## config.mk

```make
export PLATFORM = sky130hd
export DESIGN_NAME = dma_engine
export DESIGN_NICKNAME = d
export VERILOG_FILES = /design/src/rtl/dma_engine.sv
export SDC_FILE = /design/constraint.sdc
export NUM_CORES = 1
export LEC_CHECK = 0
export CORE_MARGIN = 4
export CORE_UTILIZATION = 54
export CTS_CLUSTER_DIAMETER = 200
export CTS_CLUSTER_SIZE = 24
export DETAILED_ROUTE_END_ITERATION = 8
export GPL_ROUTABILITY_DRIVEN = 0
export PLACE_DENSITY = 0.85
export SLEW_MARGIN = 20
export SYNTH_ARGS = -nofsm -noshare
export SYNTH_HDL_FRONTEND = slang
export SYNTH_SLANG_ARGS = --single-unit
export TNS_END_PERCENT = 1
```

## constraint.sdc

```tcl
create_clock -name clk_i -period 3.73 [get_ports clk_i]
set_input_delay 1.119 -clock clk_i [delete_from_list [all_inputs] [get_ports clk_i]]
set_output_delay 1.119 -clock clk_i [all_outputs]
set_load 0.02 [all_outputs]
```

## src/rtl/dma_engine.sv

```systemverilog
// Bus-mastering DMA between RAM and the IO sector window (0x80-0xFF).
// Ports: clk_i/rst_i; CPU regs cs/ioreq_n/wr_n/addr_i/data_i/data_o;
//   bus handshake busreq_n/busack_n; master bus m_addr, m_data_o/i,
//   m_oe, m_mreq_n, m_ioreq_n, m_rd_n, m_wr_n; done_o status level.
module dma_engine #(
    parameter int ACC_CYCLES = 3
) (
    input  logic        clk_i,
    input  logic        rst_i,
    input  logic        cs,
    input  logic        ioreq_n,
    input  logic        wr_n,
    input  logic [2:0]  addr_i,
    input  logic [7:0]  data_i,
    output logic [7:0]  data_o,
    output logic        busreq_n,
    input  logic        busack_n,
    output logic [15:0] m_addr,
    output logic [7:0]  m_data_o,
    input  logic [7:0]  m_data_i,
    output logic        m_oe,
    output logic        m_mreq_n,
    output logic        m_ioreq_n,
    output logic        m_rd_n,
    output logic        m_wr_n,
    output logic        done_o
);

    typedef enum logic [2:0] {
        S_IDLE,
        S_REQ,
        S_RD,
        S_RGAP,
        S_WR,
        S_WGAP,
        S_ADV,
        S_REL
    } state_t;

    localparam logic [3:0] ACC_LAST = 4'(ACC_CYCLES - 1);

    state_t      state_q, state_d;
    logic [15:0] mem_q, mem_d;
    logic [7:0]  port_q, port_d;
    logic [7:0]  len_q, len_d;
    logic [7:0]  cnt_q, cnt_d;
    logic [7:0]  byte_q, byte_d;
    logic [3:0]  cyc_q, cyc_d;
    logic        dir_q, dir_d;
    logic        busy_q, busy_d;
    logic        done_q, done_d;
    logic        abrt_q, abrt_d;
    logic        pend_q, pend_d;

    logic        reg_rd;
    logic        reg_wr;
    logic        ctrl_wr;
    logic        start;
    logic        abort;
    logic [7:0]  len_clip;
    logic [15:0] io_addr;
    logic [15:0] src_addr;
    logic [15:0] dst_addr;

    assign reg_rd  = cs & ~ioreq_n;
    assign reg_wr  = reg_rd & ~wr_n;
    assign ctrl_wr = reg_wr & (addr_i == 3'd4);
    assign start   = ctrl_wr & data_i[0] & ~busy_q;
    assign abort   = ctrl_wr & data_i[2] & busy_q;

    // Zero and anything above 128 both mean a full 128-byte window.
    assign len_clip = (data_i == 8'd0 || data_i > 8'd128)
                    ? 8'd128 : data_i;

    // Port bit7 is forced on use so raw CPU values always hit the window.
    assign io_addr  = {8'h00, 1'b1, port_q[6:0]};
    assign src_addr = dir_q ? mem_q : io_addr;
    assign dst_addr = dir_q ? io_addr : mem_q;

    always_ff @(posedge clk_i) begin
        if (rst_i) begin
            state_q <= S_IDLE;
            mem_q   <= '0;
            port_q  <= '0;
            len_q   <= '0;
            cnt_q   <= '0;
            byte_q  <= '0;
            cyc_q   <= '0;
            dir_q   <= 1'b0;
            busy_q  <= 1'b0;
            done_q  <= 1'b0;
            abrt_q  <= 1'b0;
            pend_q  <= 1'b0;
        end else begin
            state_q <= state_d;
            mem_q   <= mem_d;
            port_q  <= port_d;
            len_q   <= len_d;
            cnt_q   <= cnt_d;
            byte_q  <= byte_d;
            cyc_q   <= cyc_d;
            dir_q   <= dir_d;
            busy_q  <= busy_d;
            done_q  <= done_d;
            abrt_q  <= abrt_d;
            pend_q  <= pend_d;
        end
    end

    always_comb begin
        state_d = state_q;
        mem_d   = mem_q;
        port_d  = port_q;
        len_d   = len_q;
        cnt_d   = cnt_q;
        byte_d  = byte_q;
        cyc_d   = cyc_q;
        dir_d   = dir_q;
        busy_d  = busy_q;
        done_d  = done_q;
        abrt_d  = abrt_q;
        pend_d  = pend_q;

        // Programming registers are frozen while a transfer runs.
        if (reg_wr && !busy_q) begin
            case (addr_i)
                3'd0: mem_d[7:0]  = data_i;
                3'd1: mem_d[15:8] = data_i;
                3'd2: port_d      = data_i;
                3'd3: begin
                    len_d = len_clip;
                    cnt_d = len_clip;
                end
                3'd4: dir_d = data_i[1];
                default: ;
            endcase
        end

        if (start) begin
            busy_d = 1'b1;
            done_d = 1'b0;
            abrt_d = 1'b0;
            cnt_d  = len_q;
        end

        if (abort) begin
            pend_d = 1'b1;
        end

        case (state_q)
            S_IDLE: begin
                if (start) begin
                    state_d = S_REQ;
                end
            end
            S_REQ: begin
                if (!busack_n) begin
                    state_d = S_RD;
                    cyc_d   = '0;
                end
            end
            S_RD: begin
                if (cyc_q == ACC_LAST) begin
                    byte_d  = m_data_i;
                    state_d = S_RGAP;
                end else begin
                    cyc_d = cyc_q + 4'd1;
                end
            end
            S_RGAP: begin
                state_d = S_WR;
                cyc_d   = '0;
            end
            S_WR: begin
                if (cyc_q == ACC_LAST) begin
                    state_d = S_WGAP;
                end else begin
                    cyc_d = cyc_q + 4'd1;
                end
            end
            S_WGAP: begin
                state_d = S_ADV;
            end
            S_ADV: begin
                mem_d  = mem_q + 16'd1;
                port_d = {1'b1, port_q[6:0] + 7'd1};
                cnt_d  = cnt_q - 8'd1;
                // An abort landing on this very edge still stops here.
                if (cnt_q == 8'd1 || pend_q || abort) begin
                    state_d = S_REL;
                end else begin
                    state_d = S_RD;
                    cyc_d   = '0;
                end
            end
            S_REL: begin
                busy_d  = 1'b0;
                done_d  = 1'b1;
                abrt_d  = pend_q;
                pend_d  = 1'b0;
                state_d = S_IDLE;
            end
            default: state_d = S_IDLE;
        endcase
    end

    always_comb begin
        busreq_n  = 1'b1;
        m_addr    = '0;
        m_oe      = 1'b0;
        m_mreq_n  = 1'b1;
        m_ioreq_n = 1'b1;
        m_rd_n    = 1'b1;
        m_wr_n    = 1'b1;
        case (state_q)
            S_REQ: busreq_n = 1'b0;
            S_RD: begin
                busreq_n  = 1'b0;
                m_addr    = src_addr;
                m_mreq_n  = ~dir_q;
                m_ioreq_n = dir_q;
                m_rd_n    = 1'b0;
            end
            S_RGAP: begin
                busreq_n = 1'b0;
                m_addr   = src_addr;
            end
            S_WR: begin
                busreq_n  = 1'b0;
                m_addr    = dst_addr;
                m_oe      = 1'b1;
                m_mreq_n  = dir_q;
                m_ioreq_n = ~dir_q;
                m_wr_n    = 1'b0;
            end
            S_WGAP: begin
                busreq_n = 1'b0;
                m_addr   = dst_addr;
                m_oe     = 1'b1;
            end
            S_ADV: busreq_n = 1'b0;
            default: ;
        endcase
    end

    assign m_data_o = m_oe ? byte_q : 8'h00;
    assign done_o   = done_q;

    always_comb begin
        data_o = 8'h00;
        if (reg_rd) begin
            case (addr_i)
                3'd0: data_o = mem_q[7:0];
                3'd1: data_o = mem_q[15:8];
                3'd2: data_o = port_q;
                3'd3: data_o = cnt_q;
                3'd4: data_o = {5'b0, abrt_q, done_q, busy_q};
                default: data_o = 8'h00;
            endcase
        end
    end

endmodule

```

Word level (Yosys, flattened, before mapping) --
Cells that the tools add are included. Widths: inputs -> output; s select.
Storage, ports and cells: register bits after elaboration 60, input port bits 25
Cells by class: reduce and logical (&&, ||, !) cells 30, order comparisons 1, eq/ne operators 19, add/subtract/negate cells 4, muxes and demuxes 37, bitwise logic cells 11
Operator list (number):
- $mux 8 | 12
- $mux 16 | 4
- $pmux 8 s5 | 1
- $pmux 16 s2 | 1
- $pmux 3 s8 | 1
- $add 16x1->16 const B | 1
- $pmux 4 s4 | 1
- $eq 3x3->1 const B | 5
- $mux 3 | 5
- $reduce_and 2->1 | 7
- $eq 3x2->1 const B | 4
- $mux 4 | 3
- $ne 2x2->1 const B | 6
- $reduce_bool 2->1 | 5
- $eq 8x1->1 const B | 1
- $gt 8x8->1 const B | 1
- $logic_not 8->1 | 1
- $reduce_and 4->1 | 2
- $reduce_or 2->1 | 4
- $sub 8x1->8 const B | 1
- $add 7x1->7 const B | 1
- $and 1x1->1 | 7
- $mux 1 | 7
- $eq 3x1->1 const B | 2
- other kinds (11) | 19

Depth between registers and ports, before layout --
depth in word-level cells 9, gate-level depth with buffers 9

Worst setup path after synthesis --
Ideal clock, no wire load.
path type input port to output port, from input addr_i[1], to output data_o[0], required time 2.611 ns, stages 5, setup slack 0.249 ns, data arrival time 2.362 ns, cell sequence buf_1 > buf_1 > a31oi_1 > o22a_1 > nor2_1
On the way: word-level cells in the longest chain between the ends 3, elaborated cells on any way between the ends 7
RTL lines:
- start, declared | RTL line 13 | input logic [2:0] addr_i,
- $eq 3x3->1 (tied with other cells) | RTL line 252 | case (addr_i)
- $pmux 8 s5 (*) | RTL line 252
- $mux 8 (*) | RTL line 251 | if (reg_rd) begin
- end, declared | RTL line 15 | output logic [7:0] data_o,
Mark *: on every way between the ends. The rest lies on a longest branch, timed or not.

Worst setup path after layout --
from input ioreq_n, to output data_o[4]
On the way: word-level cells in the longest chain between the ends 3
RTL lines:
- start, declared | RTL line 11 | input logic ioreq_n,
- $not 1->1 | RTL line 65 | assign reg_rd = cs & ~ioreq_n;
- $and 1x1->1 | RTL line 65
- $mux 8 | RTL line 251
No other way between the ends.

==> flow_summary.toml <==
[sta]
rsz0062_at_grt = "no"
max_freq_mhz = 271.3
min_period_over_period_pct = 98.82
whs_ps = 462.7
final_max_slew_viol_count = 0
period_needed_ps = 3686
setup_viol = 0
worst_pin_slew_ps = 863.1
slew_headroom_pct = 42.32
tns_ps = 0
clock_skew_ps = 8.298
hold_viol_final = 0

[floorplanning]
die_w_um = 93.77
dieHeight_um = 93.77
ioPinCount = 64
rows = 31
die-area_sq_mm = 0.008793
start_util_pct = 55.06
core_area_sq_mm = 0.007214

[worst_setup_path]
path_class = "input port to output pin"
worstSetupStartpoint = "ioreq_n"
cp-end-kind = "output pin"
regToRegStartpoint = "state_q[0]"
crit_path_start_kind = "input port"
reg2reg_slack_ps = 1250
cp.arrival_ps = 2570
cp.required_ps = 2610
worstPathMaxFanout = 5
r2r_end = "mem_q[9]"
r2r_cells = 6

[global_route]
grt_overflow = 0
grt_pass1_vias = 4163
grt_first_pass_wirelength_um = 20570
antenna_found_initial = 1
grt_max_degree = 28
grt_usage_pct = 29.56

[place]
dp_hpwl_um = 9257
port-buffer-count = 63
placedCellCount = 666
dpl_cell_area_sq_mm = 0.004791

[routing]
antenna_left = 0
avgRoutedWirePerCell_um = 18.84
drtPass1Iterations = 5
viasPerCell = 6.556
totalWireLength_um = 12850
vias = 4471
drtIter0Drc = 497
drcViolationCount = 0

[synthesis]
syn-cell-area_sq_mm = 0.003973
synth_seq_area_share_pct = 30.24
synth_top_area_share_pct = 30.24
synth_top_area_cell = "dfxtp_1"
synth_nets = 548
synth.area.top_cells = "dfxtp_1, a21oi_1, nor2_1, nand2_1, mux2i_1"
synth_flop_cell = "dfxtp_1"
ys.warnings.count = 0
async_flop_share_pct = 0
synth_edf_count = 0
syn_area_per_cell_sq_um = 7.744
synth_cells = 513
synth_seq_cells = 60
synthDistinctLibCells = 61

[pwr]
clkPwrFrac_pct = 37.3
p_seq_share_pct = 47.6
ir_drop_mv = 0.1691
p_int_uw = 998.5
switching_power_uw = 385.5
switching_share_pct = 27.85
p_comb_share_pct = 15.1
powerDensity_mw_per_mm2 = 279.3
leakagePower_uw = 0.001818

[final_layout]
utilization_pct = 68.68
drive_gt1_share_pct = 10.63
diodes = 0
final_cell_mix = "dfxtp_1, nor2_1, a21oi_1, clkdlybuf4s50_1, nand2_1"
area_delta_synth_final_pct = 24.72
design_area_sq_mm = 0.004955
final_nets = 613
mostFrequentLayoutCell = "dfxtp_1"
fin_cells = 682

[run_status]
outcome = "finished clean"

[worst_hold_path]
hold_path_class = "register to register"
holdPathEnd = "len_q[2]"
worstHoldPathCells = 2
hp-start = "len_q[2]"

[flow_run]
maxCapViolations = 0

[clock_tree]
cts_buffers = 9
clkTransAtPathRegs_ps = 60
hold_buffers = 0
clock_latency_ps = 340
cts_tree = "done"
clockBufferDepth = 2
htreeDepth = 3
cts.sinks = 60
root_buffer = "clkbuf_8"
postCtsSetupBuffers = 0
==> worst max-delay path by stage <==
stage          slack, ps         to
2_1_floorplan        250  data_o[0]
3_3_place_gp        -490  data_o[1]
3_5_place_dp        -530  data_o[2]
4_1_cts              -10  data_o[2]
5_1_grt                4  m_addr[8]
6_report              40  data_o[4]
==> worst max-delay path: stages <==
cell and delay (ps):
clkdlybuf4s50_1 410, nand2b_1 200, nand2b_1 250, nor2b_1 220, dlygate4sd2_1 360
==> per-stage QoR <==
step	worst slack, ps	total power (uW)
after global routing	3.602	1430
after floorplan	249.5	783.6
after CTS	-11.65	1375
final	43.90	1384
after detailed placement	-527.1	872.9
after global placement	-487.5	868.6
==> flip-flops by register name, indices dropped and copies added, names as in the netlist <==
name / flops
mem_q: 16
abrt_q: 1
dir_q: 1
done_o: 1
cnt_q: 8
state_q: 3
busy_q: 1
len_q: 8
cyc_q: 4
pend_q: 1
byte_q: 8
port_q: 8
==> cells in the mapped netlist, types with 2 or more instances <==
cell / instances
inv_1: 13
o2111a_1: 2
nor4_1: 9
buf_1: 5
buf_2: 7
o21a_1: 2
a311oi_1: 2
o22ai_1: 4
o31ai_1: 5
ha_1: 10
a211oi_1: 5
nor3b_1: 2
xor2_1: 2
or4_1: 2
a21oi_1: 51
mux2i_1: 15
a41oi_1: 2
a21o_1: 3
o211ai_1: 4
mux4_2: 5
and2_1: 20
dfxtp_1: 60
mux2_2: 7
nand3b_1: 4
o22a_1: 5
nor3_1: 14
nand2_1: 50
nand2b_1: 4
nand4_1: 5
clkbuf_1: 20
a31oi_1: 9
o21ai_0: 18
nor2_1: 57
or3_1: 8
nor2b_1: 14
and3_1: 2
nand3_1: 18
a221oi_1: 12
nor4bb_1: 2
a22oi_1: 13
==> power groups by stage <==
| stage | clock, uW | combinational, uW | sequential, uW |
|---|---|---|---|
| final | 516 | 209 | 659 |
| after floorplan | 0 | 115 | 669 |
| after global placement | 0 | 196 | 672 |
| after global routing | 547 | 223 | 659 |
| after CTS | 516 | 201 | 658 |
| after detailed placement | 0 | 200 | 673 |
==> logic make-up (layout without fill, tap and decap cells) <==
kind of cell,Yosys count,count (layout),share of synthesized area (%)
adder cells (fa/ha/maj),10,10,3.150
multiplexers,27,27,8.598
buffers and inverters,46,116,4.661
flip-flops,60,60,30.24
AND/OR/NAND/NOR,218,218,28.06
XOR/XNOR,3,3,0.6615
AO/OA/AOI/OAI,149,149,24.63
==> metal layers <==
| metal | wire (um) | track usage, % | vias up |
|---|---|---|---|
| li1 | - | - | 2026 |
| met1 | 4860 | 37.38 | 2072 |
| met2 | 5810 | 46.66 | 282 |
| met3 | 1487 | 6.410 | 89 |
| met4 | 669 | 16.25 | 2 |
| met5 | 19 | 0 | - |
==> cell type report <==
class	count	area, sq um
clock buffers	14	152.6
inverters	13	48.80
clock inverters	2	10.01
multi-input cells	407	2606
fillers	584	2260
repair buffers	87	812.0
well taps	99	123.9
flip-flops and latches	60	1201
==> what timing repair did <==
| item | CTS | global route |
|---|---|---|
| endpoints found under the hold margin | 0 | 0 |
| setup endpoints to repair | 24 | 16 |
| resized for setup | 16 | 7 |
Note: power is estimated with default switching activity, not from simulation.
